<file path="config.mk">
export PLATFORM = sky130hd
export DESIGN_NAME = aes_spi_sequencer_flat
export DESIGN_NICKNAME = d
export VERILOG_FILES = /design/src/rtl/aes_spi_sequencer_pkg.sv /design/src/rtl/aes_spi_sequencer_if.sv /design/src/rtl/aes_spi_sequencer_bit_timer.sv /design/src/rtl/aes_spi_sequencer.sv /design/src/flat_wrapper.sv
export SDC_FILE = /design/constraint.sdc
export NUM_CORES = 1
export LEC_CHECK = 0
export ABC_AREA = 0
export CORE_MARGIN = 4
export CORE_UTILIZATION = 45
export DETAILED_ROUTE_END_ITERATION = 8
export PLACE_DENSITY_LB_ADDON = 0.1
export SLEW_MARGIN = 20
export SYNTH_ARGS = -nofsm -noshare
export SYNTH_HDL_FRONTEND = slang
export SYNTH_SLANG_ARGS = --single-unit
export TNS_END_PERCENT = 100
</file>
<file path="constraint.sdc">
create_clock -name clk -period 2 [get_ports clk]
set_clock_uncertainty 0.15 [all_clocks]
set_input_delay 0.5 -clock clk [delete_from_list [all_inputs] [get_ports clk]]
set_output_delay 0.5 -clock clk [all_outputs]
set_load 0.005 [all_outputs]
</file>
<file path="src/rtl/aes_spi_sequencer_pkg.sv">
// Shared types and field-width helpers for the AES-over-SPI job sequencer.
package aes_spi_pkg;

  localparam int unsigned NK_DEF = 8;
  localparam int unsigned NB_DEF = 4;
  localparam int unsigned NR_DEF = 14;

  localparam logic MODE_ENC = 1'b0;
  localparam logic MODE_DEC = 1'b1;

  typedef enum logic [2:0] {
    IDLE,
    SEND,
    WAIT,
    RECV,
    RESP,
    GAP
  } state_t;

  function automatic int unsigned key_w(input int unsigned nk);
    return 32 * nk;
  endfunction

  function automatic int unsigned blk_w(input int unsigned nb);
    return 32 * nb;
  endfunction

  // Frame on the wire: {mode, key, message}
  function automatic int unsigned frame_w(input int unsigned nk, input int unsigned nb);
    return 1 + key_w(nk) + blk_w(nb);
  endfunction

endpackage

</file>
<file path="src/rtl/aes_spi_sequencer_if.sv">
// Host-side job request / result response bundle for aes_spi_sequencer.
interface aes_spi_sequencer_if #(
  parameter int unsigned nk = 8,
  parameter int unsigned nb = 4
);

  logic              req_valid;
  logic              req_ready;
  logic              req_mode;
  logic [32*nk-1:0]  req_key;
  logic [32*nb-1:0]  req_msg;
  logic              rsp_valid;
  logic              rsp_ready;
  logic [32*nb-1:0]  rsp_data;

  modport master (
    output req_valid, req_mode, req_key, req_msg, rsp_ready,
    input  req_ready, rsp_valid, rsp_data
  );

  modport slave (
    input  req_valid, req_mode, req_key, req_msg, rsp_ready,
    output req_ready, rsp_valid, rsp_data
  );

endinterface

</file>
<file path="src/rtl/aes_spi_sequencer_bit_timer.sv">
// SPI bit-period phase counter: end-of-period strobe and high-half indicator.
module spi_bit_timer #(
  parameter int unsigned CLK_DIV = 2
) (
  input  logic clk,
  input  logic rst,
  input  logic en,
  input  logic clr,
  output logic period_end,
  output logic sclk_hi
);

  localparam int unsigned PW = (CLK_DIV > 1) ? $clog2(CLK_DIV) : 1;

  logic [PW-1:0] phase;

  always_ff @(posedge clk) begin
    if (rst || clr || !en) begin
      phase <= '0;
    end else if (phase == PW'(CLK_DIV - 1)) begin
      phase <= '0;
    end else begin
      phase <= phase + 1'b1;
    end
  end

  assign period_end = en && (phase == PW'(CLK_DIV - 1));
  assign sclk_hi    = en && (phase >= PW'(CLK_DIV / 2));

endmodule

</file>
<file path="src/rtl/aes_spi_sequencer.sv">
// Single-job AES-over-SPI controller: ships {mode,key,msg} to the subnode,
// waits out the compute window, shifts the result back and hands it to the host.
module aes_spi_sequencer
  import aes_spi_pkg::*;
#(
  parameter int unsigned nk        = 8,
  parameter int unsigned nb        = 4,
  parameter int unsigned nr        = 14,
  parameter int unsigned CLK_DIV   = 2,
  parameter int unsigned CALC_WAIT = 4
) (
  input  logic                   clk,
  input  logic                   rst,
  aes_spi_sequencer_if.slave     bus,
  output logic                   busy,
  output logic                   spi_cs_n,
  output logic                   spi_sclk,
  output logic                   spi_mosi,
  input  logic                   spi_miso
);

  localparam int unsigned KEY_W = key_w(nk);
  localparam int unsigned BLK_W = blk_w(nb);
  localparam int unsigned FRAME = frame_w(nk, nb);
  localparam int unsigned CW    = $clog2(FRAME + 1);

  if (CLK_DIV < 2 || (CLK_DIV % 2) != 0 || CALC_WAIT < 1 || CALC_WAIT > FRAME ||
      !(nk == 4 || nk == 6 || nk == 8) || nr != nk + 6) begin : g_bad_params
    $error("aes_spi_sequencer: unsupported parameter set");
  end

  state_t           state;
  state_t           state_next;
  logic [CW-1:0]    bit_cnt;
  logic [FRAME-1:0] frame_sr;
  logic [BLK_W-1:0] rsp_sr;

  logic timer_en;
  logic timer_clr;
  logic period_end;
  logic sclk_hi;
  logic accept;

  assign timer_en  = (state == SEND) || (state == WAIT) || (state == RECV) || (state == GAP);
  assign timer_clr = (state_next != state);
  assign accept    = (state == IDLE) && bus.req_valid;

  spi_bit_timer #(
    .CLK_DIV (CLK_DIV)
  ) u_bit_timer (
    .clk        (clk),
    .rst        (rst),
    .en         (timer_en),
    .clr        (timer_clr),
    .period_end (period_end),
    .sclk_hi    (sclk_hi)
  );

  always_ff @(posedge clk) begin
    if (rst) begin
      state <= IDLE;
    end else begin
      state <= state_next;
    end
  end

  always_comb begin
    state_next    = state;
    bus.req_ready = 1'b0;
    bus.rsp_valid = 1'b0;
    busy          = 1'b1;
    spi_cs_n      = 1'b1;
    spi_sclk      = 1'b0;
    spi_mosi      = 1'b0;
    unique case (state)
      IDLE: begin
        bus.req_ready = 1'b1;
        busy          = 1'b0;
        if (bus.req_valid) state_next = SEND;
      end
      SEND: begin
        spi_cs_n = 1'b0;
        spi_sclk = sclk_hi;
        spi_mosi = frame_sr[FRAME-1];
        if (period_end && bit_cnt == CW'(FRAME - 1)) state_next = WAIT;
      end
      WAIT: begin
        spi_cs_n = 1'b0;
        if (period_end && bit_cnt == CW'(CALC_WAIT - 1)) state_next = RECV;
      end
      RECV: begin
        spi_cs_n = 1'b0;
        spi_sclk = sclk_hi;
        if (period_end && bit_cnt == CW'(BLK_W - 1)) state_next = RESP;
      end
      RESP: begin
        bus.rsp_valid = 1'b1;
        if (bus.rsp_ready) state_next = GAP;
      end
      GAP: begin
        if (period_end) state_next = IDLE;
      end
      default: state_next = IDLE;
    endcase
  end

  // bit_cnt counts completed bit periods within the current state only
  always_ff @(posedge clk) begin
    if (rst) begin
      bit_cnt  <= '0;
      frame_sr <= '0;
      rsp_sr   <= '0;
    end else begin
      if (state_next != state) begin
        bit_cnt <= '0;
      end else if (period_end) begin
        bit_cnt <= bit_cnt + 1'b1;
      end

      if (accept) begin
        frame_sr <= {bus.req_mode, bus.req_key, bus.req_msg};
      end else if (state == SEND && period_end) begin
        frame_sr <= {frame_sr[FRAME-2:0], 1'b0};
      end

      if (accept) begin
        rsp_sr <= '0;
      end else if (state == RECV && period_end) begin
        rsp_sr <= {rsp_sr[BLK_W-2:0], spi_miso};
      end
    end
  end

  assign bus.rsp_data = rsp_sr;

endmodule

</file>
<file path="src/flat_wrapper.sv">
// flat-port wrapper written by rule: the top's interface ports become plain ports
module aes_spi_sequencer_flat import aes_spi_pkg::*;
#(
  parameter int unsigned nk        = 8,
  parameter int unsigned nb        = 4,
  parameter int unsigned nr        = 14,
  parameter int unsigned CLK_DIV   = 2,
  parameter int unsigned CALC_WAIT = 4
)
  (clk, rst, busy, spi_cs_n, spi_sclk, spi_mosi, spi_miso, bus_req_valid, bus_req_mode, bus_req_key, bus_req_msg, bus_rsp_ready, bus_req_ready, bus_rsp_valid, bus_rsp_data);
  aes_spi_sequencer_if #(.nk(nk), .nb(nb)) bus_i ();
  input  logic clk;
  input  logic rst;
  output logic busy;
  output logic spi_cs_n;
  output logic spi_sclk;
  output logic spi_mosi;
  input  logic spi_miso;
  input wire logic [$bits(bus_i.req_valid)-1:0] bus_req_valid;
  input wire logic [$bits(bus_i.req_mode)-1:0] bus_req_mode;
  input wire logic [$bits(bus_i.req_key)-1:0] bus_req_key;
  input wire logic [$bits(bus_i.req_msg)-1:0] bus_req_msg;
  input wire logic [$bits(bus_i.rsp_ready)-1:0] bus_rsp_ready;
  output wire logic [$bits(bus_i.req_ready)-1:0] bus_req_ready;
  output wire logic [$bits(bus_i.rsp_valid)-1:0] bus_rsp_valid;
  output wire logic [$bits(bus_i.rsp_data)-1:0] bus_rsp_data;
  assign bus_i.req_valid = bus_req_valid;
  assign bus_i.req_mode = bus_req_mode;
  assign bus_i.req_key = bus_req_key;
  assign bus_i.req_msg = bus_req_msg;
  assign bus_i.rsp_ready = bus_rsp_ready;
  assign bus_req_ready = bus_i.req_ready;
  assign bus_rsp_valid = bus_i.rsp_valid;
  assign bus_rsp_data = bus_i.rsp_data;
  aes_spi_sequencer #(.nk(nk), .nb(nb), .nr(nr), .CLK_DIV(CLK_DIV), .CALC_WAIT(CALC_WAIT)) u_core (.clk(clk), .rst(rst), .bus(bus_i), .busy(busy), .spi_cs_n(spi_cs_n), .spi_sclk(spi_sclk), .spi_mosi(spi_mosi), .spi_miso(spi_miso));
endmodule
</file>
==> metrics.md <==
| Metric | Value |
|---|---|
| First-pass DRT Iterations | `6` |
| Initial antenna violation count | `10` |
| Synth Cell Area | `21400 sq um` |
| XOR/XNOR Fraction of Synth Area | `0.328%` |
| Worst slack at placement | `-0.505 ns` |
| Clk Latency, worst-skew pair | `~0.61 ns` |
| CTS tree | `yes` |
| # setup viols final | `509` |
| First-pass GRT wire length | `113 mm` |
| Area growth, synth to finish | `61.8%` |
| Critical setup path kind | `register to register` |
| CP required | `2.34 ns` |
| Max Freq | `around 430 MHz` |
| Starting DRC count in detailed routing | `~2.1k` |
| Async set-reset flop share out of synthesis | `0%` |
| Ys Warns | `0` |
| Total Wirelength | `82.8 mm` |
| GRT Util Overall | `27.1%` |
| Post-Synth Simple-Gate Area | `between 20% and 30%` |
| Compound-Gate Fraction of Synth Area | `19.6%` |
| Reg2Reg Setup Slack | `-0.32 ns` |
| Clock Pin Slew Worst Setup and Hold Paths | `0.06 ns` |
| Most common cell after layout, fill and taps aside | `nand2_1` |
| Residual DRC | `0` |
| Vias in the first global route | `21.3k` |
| TritonCTS Buffers | `54` |
| Sequential fraction of the synthesis area | `49.3%` |
| Via density | `between 5 and 6` |
| Most frequent cells in the layout | `1010 x nand2_1, 454 x dfxtp_1, 388 x clkdlybuf4s50_1` |
| P per Cell Area | `~800 nW/um^2` |
| Final GP Congestion | `0.853` |
| Slew HR | `61.0%` |
| Post-synthesis adder-cell area fraction | `0.117%` |
| Hold WC Path Type | `primary input to register` |
| Design Area, Final | `between 30000 and 40000 sq um` |
| Root Buffer | `clkbuf_16` |
| I/O Buffers | `between 500 and 600` |
| Post-synthesis mux area share | `0%` |
| Largest family of logic cells by synthesized area | `simple AND/OR/NAND/NOR gates` |
| Crit start category | `register` |
| Area post-placement | `27700 sq um` |
| Clock Sinks | `526` |
| H-tree lvl count | `2` |
| Largest net degree at the start of global routing | `67` |
| Max rail drop VDD | `roughly 660 uV` |
| Leakage | `approximately 13 nW` |
| Post-synth EDFFs | `0` |
| Post-Syn Instances | `2775` |
| CP arrival | `2.66 ns` |
| MaxCap Viol Count | `0` |
| Die Span X | `226 um` |
| Setup repair after global routing missed its margin | `true` |
| Prevailing post-synth register cell | `dfxtp_1` |
| Syn Nets | `3167` |
| Chip height | `roughly 230 um` |
| Remaining Overflow, GRT | `0` |
| FF+latch count, synth | `526` |
| Syn Area/Cell | `~7.7 sq um` |
| Die area | `51100 sq um` |
| Final worst path period share | `116%` |
| Setup WS post-layout | `-0.318 ns` |
| Ports | `~520` |
| CP Capture Type | `register` |
| Worst-margin pin slew | `0.584 ns` |
| Final Core Density | `74.0%` |
| Crit-path max FO | `21` |
| Yosys cell types | `43` |
| Final hold violation count | `0` |
| Failing checks | `negative setup slack` |
| Initial Util | `45.7%` |
| Post-layout min period | `2.32 ns` |
| Total Negative Setup Slacks | `-85.46 ns` |
| Status | `complete, but fails checks` |
| Final Max Tran Viols | `0` |
| Share of layout cells above drive strength 1 | `24.8%` |
| Nets | `~3.7k` |
| Via count | `23.1k` |
| # rows | `79` |
| CTS Buffer Depth | `3` |
| Placeable Area | `46800 sq um` |
| Post-DRT Antenna Nets | `0` |
| DR WL/cell | `20.8 um` |
| Post-DP HPWL | `about 47 mm` |
==> synth_stat cells, drive strengths merged (2+ instances only) <==
library cell  instances  share of area (%)
nand2              1013                 18
dfxtp               526                 49
nor2                386                6.8
a311oi              367                 15
clkbuf              194                3.4
a21oi               148                3.5
buf                  65                1.5
a22oi                19               0.67
xor2                  7               0.29
nand4                 6               0.18
inv                   4              0.070
nor3                  4               0.17
and2                  3              0.088
o21ai                 3               0.12
or3                   3               0.11
and3                  2              0.064
and4                  2              0.088
ha                    2               0.12
nand2b                2              0.059
nor2b                 2              0.059
nor4                  2              0.088
nor4bb                2              0.094
o21a                  2              0.070
==> report_power, final <==
part	total [W]	internal, W	switching (W)
clock	0.0110	0.00662	0.00436
sequential	0.0117	0.0113	0.000453
combinational	0.00533	0.00273	0.00260
==> critical path: stages (launching register included) <==
cell and delay [ns]:
dfxtp_4 0.36, buf_6 0.12, buf_6 0.11, nand2b_4 0.13
or3_4 0.50, buf_12 0.20, buf_4 0.15, buf_16 0.16
a311oi_1 0.29
==> worst paths after layout <==
kind	start	end	cells after the start
worst max-delay path	u_core.state[0]$_SDFF_PP0_	u_core.frame_sr[167]$_SDFFE_PP0P_	8
worst min-delay path	rst	u_core.frame_sr[219]$_SDFFE_PP0P_	2
worst max register to register	u_core.state[0]$_SDFF_PP0_	u_core.frame_sr[167]$_SDFFE_PP0P_	8
worst min register to register	u_core.bus.rsp_data[127]$_SDFFE_PP0P_	u_core.bus.rsp_data[127]$_SDFFE_PP0P_	2
==> sequential cells by signal, indices dropped and copies added, names as in the netlist <==
| name | flops |
|---|---|
| u_core.state | 3 |
| u_core.u_bit_timer.phase | 1 |
| u_core.bit_cnt | 9 |
| u_core.frame_sr | 385 |
| u_core.bus.rsp_data | 128 |
==> final cells by class <==
class / count / area (sq um)
antenna: 5 / 12.5
clock buffer: 80 / 1620
clock inverter: 18 / 295
fill: 3236 / 12200
inverter: 4 / 15.0
multi-input combinational: 1987 / 12200
sequential: 526 / 10600
tap: 607 / 759
timing repair buffer: 748 / 9010
==> metal layers <==
metal  track usage [%]  vias to the layer above  part of all wire [%]
met5                 0                        -                 0.075
met4              10.0                       10                   4.7
met3              5.30                      241                   7.7
met2              46.5                     1043                    49
met1              34.0                    11200                    38
li1                  -                    10700                     -
==> cells by family after synthesis <==
kind of cell    after synthesis
fa+ha+maj                     2
xor+xnor                      8
compound gates              546
simple gates               1430
buf+inv                     263
flops                       526
==> repair_timing <==
item	in CTS	in global routing
gates resized for setup	474	419
setup endpoints to repair	187	509
hold buffers	0	0
gates cloned	31	47
setup buffers	30	17
pin swaps	26	22
==> metrics by stage <==
stage          hold slack (ns)  power (W)  instances
2_1_floorplan            0.287     0.0136       2775
3_3_place_gp             0.293     0.0151       3753
3_5_place_dp             0.297     0.0151       3753
4_1_cts                 0.0515     0.0268       3912
5_1_grt                 0.0729     0.0289       3973
6_report                0.0781     0.0280       3975
Power figures use the tool's default switching activity.
